### src/rtl/fetch_pkg.sv
// Shared definitions for the instruction-fetch stage.
//   XLEN_DEF         : default datapath width (PC, branch target, instruction)
//   PC_STEP_DEF      : default byte distance between sequential fetches
//   RESET_VECTOR_DEF : default fetch PC after reset
//   fetch_entry_t    : one prefetch-buffer entry {pc, instr} at the default width
package fetch_pkg;

  localparam int              XLEN_DEF         = 32;
  localparam int              PC_STEP_DEF      = 4;
  localparam logic [XLEN_DEF-1:0] RESET_VECTOR_DEF = 32'h0000_0000;

  typedef struct packed {
    logic [XLEN_DEF-1:0] pc;
    logic [XLEN_DEF-1:0] instr;
  } fetch_entry_t;

endpackage : fetch_pkg

### src/rtl/fetch_prefetch_unit_sync_fifo.sv
// Single-clock FIFO with synchronous reset and synchronous clear.
//   clk, reset          : clock, synchronous active-high reset
//   clear               : empties the FIFO at the next edge (wins over push/pop)
//   push, push_data     : write one entry (caller guarantees not full)
//   pop, pop_data       : pop_data is the head entry; pop removes it (caller
//                         guarantees not empty)
//   count               : number of stored entries, 0..DEPTH
// DEPTH must be a power of two so the pointers wrap naturally.
module sync_fifo #(
  parameter int WIDTH = 8,
  parameter int DEPTH = 4
) (
  input  logic                     clk,
  input  logic                     reset,
  input  logic                     clear,
  input  logic                     push,
  input  logic [WIDTH-1:0]         push_data,
  input  logic                     pop,
  output logic [WIDTH-1:0]         pop_data,
  output logic [$clog2(DEPTH):0]   count
);

  localparam int PTR_W = $clog2(DEPTH);

  logic [WIDTH-1:0] mem_q [DEPTH];
  logic [PTR_W-1:0] wr_ptr_q, wr_ptr_d;
  logic [PTR_W-1:0] rd_ptr_q, rd_ptr_d;
  logic [PTR_W:0]   count_q, count_d;

  always_comb begin
    // NOTE: every variable gets a default before any branch, so no latch is inferred.
    wr_ptr_d = wr_ptr_q;
    rd_ptr_d = rd_ptr_q;
    count_d  = count_q;
    if (clear) begin
      wr_ptr_d = '0;
      rd_ptr_d = '0;
      count_d  = '0;
    end else begin
      if (push) wr_ptr_d = wr_ptr_q + PTR_W'(1);
      if (pop)  rd_ptr_d = rd_ptr_q + PTR_W'(1);
      count_d = count_q + {{PTR_W{1'b0}}, push} - {{PTR_W{1'b0}}, pop};
    end
  end

  // NOTE: sequential state uses non-blocking assignments only.
  always_ff @(posedge clk) begin
    if (reset) begin
      wr_ptr_q <= '0;
      rd_ptr_q <= '0;
      count_q  <= '0;
    end else begin
      wr_ptr_q <= wr_ptr_d;
      rd_ptr_q <= rd_ptr_d;
      count_q  <= count_d;
    end
  end

  // NOTE: storage is not reset; count_q alone decides which entries are valid.
  always_ff @(posedge clk) begin
    if (push && !clear) mem_q[wr_ptr_q] <= push_data;
  end

  assign pop_data = mem_q[rd_ptr_q];
  assign count    = count_q;

endmodule : sync_fifo

### src/rtl/fetch_prefetch_unit.sv
// Instruction-fetch stage: issues sequential, pipelined fetches to instruction
// memory and buffers returned words in a prefetch FIFO ahead of decode.
//   clk, reset                  : clock, synchronous active-high reset
//   branchSel, branchTarget     : redirect fetch; flushes buffered and in-flight work
//   stall                       : decode not accepting; head entry is held
//   imem_req_valid/addr/ready   : fetch request handshake (addr = fetch PC)
//   imem_rsp_valid/data         : in-order instruction responses
//   out_valid, PC, out_instr    : head of the prefetch FIFO towards decode
module fetch_prefetch_unit
  import fetch_pkg::*;
#(
  parameter int              XLEN         = XLEN_DEF,
  parameter logic [XLEN-1:0] RESET_VECTOR = XLEN'(RESET_VECTOR_DEF),
  parameter int              FIFO_DEPTH   = 4,
  parameter int              PC_STEP      = PC_STEP_DEF
) (
  input  logic            clk,
  input  logic            reset,
  input  logic            branchSel,
  input  logic [XLEN-1:0] branchTarget,
  input  logic            stall,
  output logic            imem_req_valid,
  output logic [XLEN-1:0] imem_req_addr,
  input  logic            imem_req_ready,
  input  logic            imem_rsp_valid,
  input  logic [XLEN-1:0] imem_rsp_data,
  output logic            out_valid,
  output logic [XLEN-1:0] PC,
  output logic [XLEN-1:0] out_instr
);

  localparam int CNT_W = $clog2(FIFO_DEPTH) + 1;

  logic [XLEN-1:0]   pc_q, pc_d;
  logic [CNT_W-1:0]  drop_cnt_q, drop_cnt_d;

  logic [CNT_W-1:0]  fifo_count, tag_count, inflight;
  logic [XLEN-1:0]   tag_pc;
  logic [2*XLEN-1:0] head_entry;
  logic              accept, rsp_fire, rsp_keep, tag_pop, consume, credit_ok;

  // Outstanding requests are the live tags plus the stale ones still to be
  // dropped, so no separate in-flight counter is needed.
  assign inflight  = tag_count + drop_cnt_q;
  assign credit_ok = ({1'b0, inflight} + {1'b0, fifo_count}) < (CNT_W + 1)'(FIFO_DEPTH);
  assign out_valid = (fifo_count != '0);

  always_comb begin
    imem_req_valid = !reset && !branchSel && credit_ok;
    accept         = imem_req_valid && imem_req_ready;
    rsp_fire       = imem_rsp_valid && (inflight != '0);
    // Live responses pop their tag even during a redirect (the queue is
    // cleared anyway); stale ones only burn drop credit.
    tag_pop        = rsp_fire && (drop_cnt_q == '0);
    rsp_keep       = tag_pop && !branchSel;
    consume        = out_valid && !stall && !branchSel;

    pc_d       = pc_q;
    drop_cnt_d = drop_cnt_q;
    if (branchSel) begin
      pc_d       = branchTarget;
      // Everything still outstanding is stale, minus a response landing now
      // (which is discarded in this same cycle).
      drop_cnt_d = inflight - {{(CNT_W-1){1'b0}}, rsp_fire};
    end else begin
      if (accept) pc_d = pc_q + XLEN'(PC_STEP);
      if (rsp_fire && (drop_cnt_q != '0)) drop_cnt_d = drop_cnt_q - CNT_W'(1);
    end
  end

  always_ff @(posedge clk) begin
    if (reset) begin
      pc_q       <= RESET_VECTOR;
      drop_cnt_q <= '0;
    end else begin
      pc_q       <= pc_d;
      drop_cnt_q <= drop_cnt_d;
    end
  end

  assign imem_req_addr = pc_q;

  // Issue-PC tags travel alongside the requests and pair with responses in order.
  sync_fifo #(.WIDTH(XLEN), .DEPTH(FIFO_DEPTH)) u_tag_fifo (
    .clk       (clk),
    .reset     (reset),
    .clear     (branchSel),
    .push      (accept),
    .push_data (pc_q),
    .pop       (tag_pop),
    .pop_data  (tag_pc),
    .count     (tag_count)
  );

  sync_fifo #(.WIDTH(2*XLEN), .DEPTH(FIFO_DEPTH)) u_prefetch_fifo (
    .clk       (clk),
    .reset     (reset),
    .clear     (branchSel),
    .push      (rsp_keep),
    .push_data ({tag_pc, imem_rsp_data}),
    .pop       (consume),
    .pop_data  (head_entry),
    .count     (fifo_count)
  );

  assign PC        = head_entry[2*XLEN-1:XLEN];
  assign out_instr = head_entry[XLEN-1:0];

endmodule : fetch_prefetch_unit

### config.mk
export PLATFORM = sky130hd
export DESIGN_NAME = fetch_prefetch_unit
export DESIGN_NICKNAME = d
export VERILOG_FILES = /design/src/rtl/fetch_pkg.sv /design/src/rtl/fetch_prefetch_unit_sync_fifo.sv /design/src/rtl/fetch_prefetch_unit.sv
export SDC_FILE = /design/constraint.sdc
export NUM_CORES = 1
export LEC_CHECK = 0
export BUFFER_PORTS_ARGS = -buffer_cell sky130_fd_sc_hd__buf_2
export CORE_AREA = 2 2 204 206
export CTS_CLUSTER_SIZE = 24
export DETAILED_ROUTE_END_ITERATION = 12
export DIE_AREA = 0 0 206 208
export GPL_TIMING_DRIVEN = 0
export PLACE_DENSITY = 0.69
export SLEW_MARGIN = 40
export SYNTH_ARGS = -nofsm -noshare
export SYNTH_HDL_FRONTEND = slang
export SYNTH_SLANG_ARGS = --single-unit
### constraint.sdc
create_clock -name clk -period 4.85 [get_ports clk]
set_input_delay 0.2425 -clock clk [delete_from_list [all_inputs] [get_ports clk]]
set_output_delay 0.2425 -clock clk [all_outputs]
set_load 0.02 [all_outputs]
==> results.py <==
metrics = {
    "placement": {
        "dpl.cell_count": 1585,
        "io_buffers": 165,
        "routabilityCongestion": 0.8170,
        "dp_hpwl_um": 24000,
    },
    "clocking": {
        "cts_root_buf": "clkbuf_16",
        "cts_made_buffers": 46,
        "clk_path_buf_depth": 3,
        "clock_latency_ns": 0.56,
        "cts.sinks": 437,
        "clk_pin_slew_ns": 0.06,
        "cts_tree": "built",
        "ctsHtreeMaxLevel": 2,
    },
    "critical_path": {
        "path_class": "reg -> reg",
        "start_kind": "flop",
        "end_kind": "flop",
        "critPathMaxFanout": 32,
        "slowest_delay_ns": 0.52,
        "arrival_ns": 4.29,
        "critPathSlowestCell": "and2_4",
        "cp.required_ns": 5.04,
        "crit_chain": "ha_1 > inv_1 > fa_1 > xnor3_1 > ha_1 > a311oi_2 > nand3_2 > inv_2 > buf_4 > buf_2 > buf_4 > and2_4",
    },
    "yosys": {
        "netlist.top_cell.by_area": "edfxtp_1",
        "synth_seq_cells": 437,
        "async_reset_ff_share_pct": 0,
        "ys_seq_area_share_pct": 74.46,
        "synth.area.top_cells": "edfxtp_1 (68%), mux4_2 (13%), dfxtp_1 (6.3%), ha_1 (1.5%), nand2_1 (1.0%)",
        "yosys_warnings": 0,
        "muxShareOfSynthArea_pct": 13.32,
        "syn-mean-instance-area_sq_um": 19.22,
        "ys.flop_type": "edfxtp_1",
        "yosys.area_share.adder_pct": 1.835,
        "synth-xor-area-share_pct": 1.014,
        "syn_area_sq_mm": 0.01691,
        "synth_top_family_by_area": "multiplexers",
        "syn_nets": 973,
        "synthCells": 880,
        "synth_edf_count": 384,
        "synth.most_common_cell": "edfxtp_1",
        "yosys.cell_types.count": 58,
        "synth-simple-area-share_pct": 5.445,
        "synth.top_cell.area_share_pct": 68.19,
        "synth_top_cells_by_count": "edfxtp_1 (384), mux4_2 (96), dfxtp_1 (53)",
        "synth-compound-area-share_pct": 2.427,
    },
    "grt": {
        "antenna_found_initial": 0,
        "grt_pass1_wl_um": 55320,
        "grt_max_degree": 35,
        "grt_pass1_vias": 9273,
        "grt_usage_pct": 17.35,
        "grt_overflow": 0,
    },
    "timing": {
        "whs_ns": 0.03989,
        "rsz0062_at_grt": "false",
        "slew_viol_final": 0,
        "finalSetupViolCount": 0,
        "slew-limit-headroom_pct": 44.23,
        "fin_crit_ns": 4.100,
        "fin_crit_sh_pct": 84.54,
        "tightest_slew_ns": 0.8348,
        "setup_tns_ns": 0,
        "fmax_mhz": 243.9,
        "fin_skew_ns": 0.01516,
        "hold_viol_final": 0,
    },
    "cells_and_area": {
        "area_delta_synth_final_pct": 22.14,
        "fin_nets": 1252,
        "drive_gt1_share_pct": 31.05,
        "multiInputGateArea_sq_mm": 0.004085,
        "antennaDiodeCount": 0,
        "regArea_sq_mm": 0.01259,
        "num-fill-cells": 3300,
        "final_cells": 1727,
        "final_util_pct": 50.93,
    },
    "detailed_routing": {
        "routed_via_density": 5.270,
        "firstDrtPassIters": 6,
        "wl_per_cell_um": 21.27,
        "first_iter_violations": 859,
        "routed_wl_um": 36730,
        "ant_nets": 0,
        "drc": 0,
        "route.vias.total": 9102,
    },
    "power": {
        "ir_worst_vdd_mv": 0.2154,
        "switching_share_pct": 24.12,
        "p_int_mw": 6.872,
        "p_comb_share_pct": 13.3,
        "p_sw_mw": 2.184,
        "power.share.sequential_pct": 49.5,
        "leakage_nw": 7.009,
        "power_density_mw_per_mm2": 438.4,
        "clkPwrFrac_pct": 37.2,
    },
    "floorplanning": {
        "die_x_um": 206,
        "ios": 168,
        "die_h_um": 208,
        "start_util_pct": 41.70,
        "coreArea_sq_mm": 0.04055,
        "rows": 74,
        "die-area_sq_mm": 0.04285,
    },
    "hold_path": {
        "hold_class": "in -> reg",
    },
    "outcome": {
        "status": "finished, final reports clean",
    },
    "run": {
        "drv_cap": 0,
    },
}
[cell families after synthesis]
family / after synthesis
muxes: 104
and+or+nand+nor: 171
buffers and inverters: 62
xor gates and xnor gates: 18
adders and majority gates: 23
AOI/OAI and AO/OA: 65
DFF: 437
[metal layers]
metal  global-route usage [%]  wire length [um]  vias up
met1                    23.66             15840     4627
met2                    28.71             18080      305
li1                         -                 -     4106
met4                    5.197               800        0
met3                    2.773              1998       64
met5                        0                 0        -
[cell type report]
class                   count  share of cell area, %
flip-flops and latches    437                  60.96
repair buffers            231                  7.729
clock inverters            21                 0.9328
multi-input cells         381                  19.78
inverters                  23                 0.4180
plain buffers              39                 0.8238
well taps                 532                  3.222
clock buffers              63                  6.136
[worst max-delay path, delay by kind of cell (launching register included)]
family	cells	cell delay [ns]
xor gates and xnor gates	1	0.40
and+or+nand+nor	2	0.80
AOI/OAI and AO/OA	1	0.37
DFF	1	0.33
buffers and inverters	5	0.94
adders and majority gates	3	0.86
[repair_timing]
action                                  CTS  global route
endpoints found under the hold margin   154             0
hold buffers                             58             0
gates resized for setup                   0             0
endpoints found under the setup margin    0             0
setup buffers                             0             0
[power groups by stage]
stage	clock, mW	combinational (mW)	sequential (mW)
after floorplan	0	0.767	4.55
after detailed placement	0	1.19	4.56
after global routing	3.59	1.32	4.50
after global placement	0	1.13	4.56
after CTS	3.47	1.23	4.48
final	3.37	1.21	4.48
[flip-flops by register name, summed over array words and instances (netlist names), named ones only]
name                      flops
u_prefetch_fifo.wr_ptr_q      2
drop_cnt_q                    3
u_tag_fifo.rd_ptr_q           2
u_prefetch_fifo.rd_ptr_q      2
u_tag_fifo.count              3
imem_req_addr                32
u_tag_fifo.wr_ptr_q           2
u_prefetch_fifo.count         3
u_prefetch_fifo.mem_q       256
u_tag_fifo.mem_q            128
[layout by cell type, fill, tap and decap left out, types with 7 or more instances in the layout]
cell type        n
nand3_1         17
nor2_1          35
and3_1           8
and2_4           8
xnor2_1         11
clkinv_2         7
ha_1            20
inv_1           20
buf_2          176
and2_1          10
mux4_2          96
nand2_1         45
nand4_1         14
a31oi_1         13
edfxtp_1       384
o21ai_1         12
clkbuf_16       48
a21oi_1         20
clkbuf_1        34
dlygate4sd3_1   58
dfxtp_1         53
[final timing paths]
check / startpoint / end / slack (ns) / depth (start not counted)
worst max register to register: drop_cnt_q[0] / u_tag_fifo.mem_q[2][10] / 0.75 / 12
worst min register to register: u_tag_fifo.wr_ptr_q[0] / u_tag_fifo.wr_ptr_q[0] / 0.50 / 2
worst max-delay path: drop_cnt_q[0] / u_tag_fifo.mem_q[2][10] / 0.75 / 12
worst min-delay path: branchTarget[27] / imem_req_addr[27] / 0.04 / 4
[stage by stage]
step | instance area [sq um] | total power, mW | setup slack [ns]
6_report | 20660 | 9.056 | 0.7497
5_1_grt | 20660 | 9.408 | 0.5474
4_1_cts | 20660 | 9.179 | 0.7835
3_5_place_dp | 18620 | 5.747 | 0.8001
3_3_place_gp | 18400 | 5.697 | -0.6282
2_1_floorplan | 16910 | 5.314 | 1.038
Power figures use the tool's default switching activity.
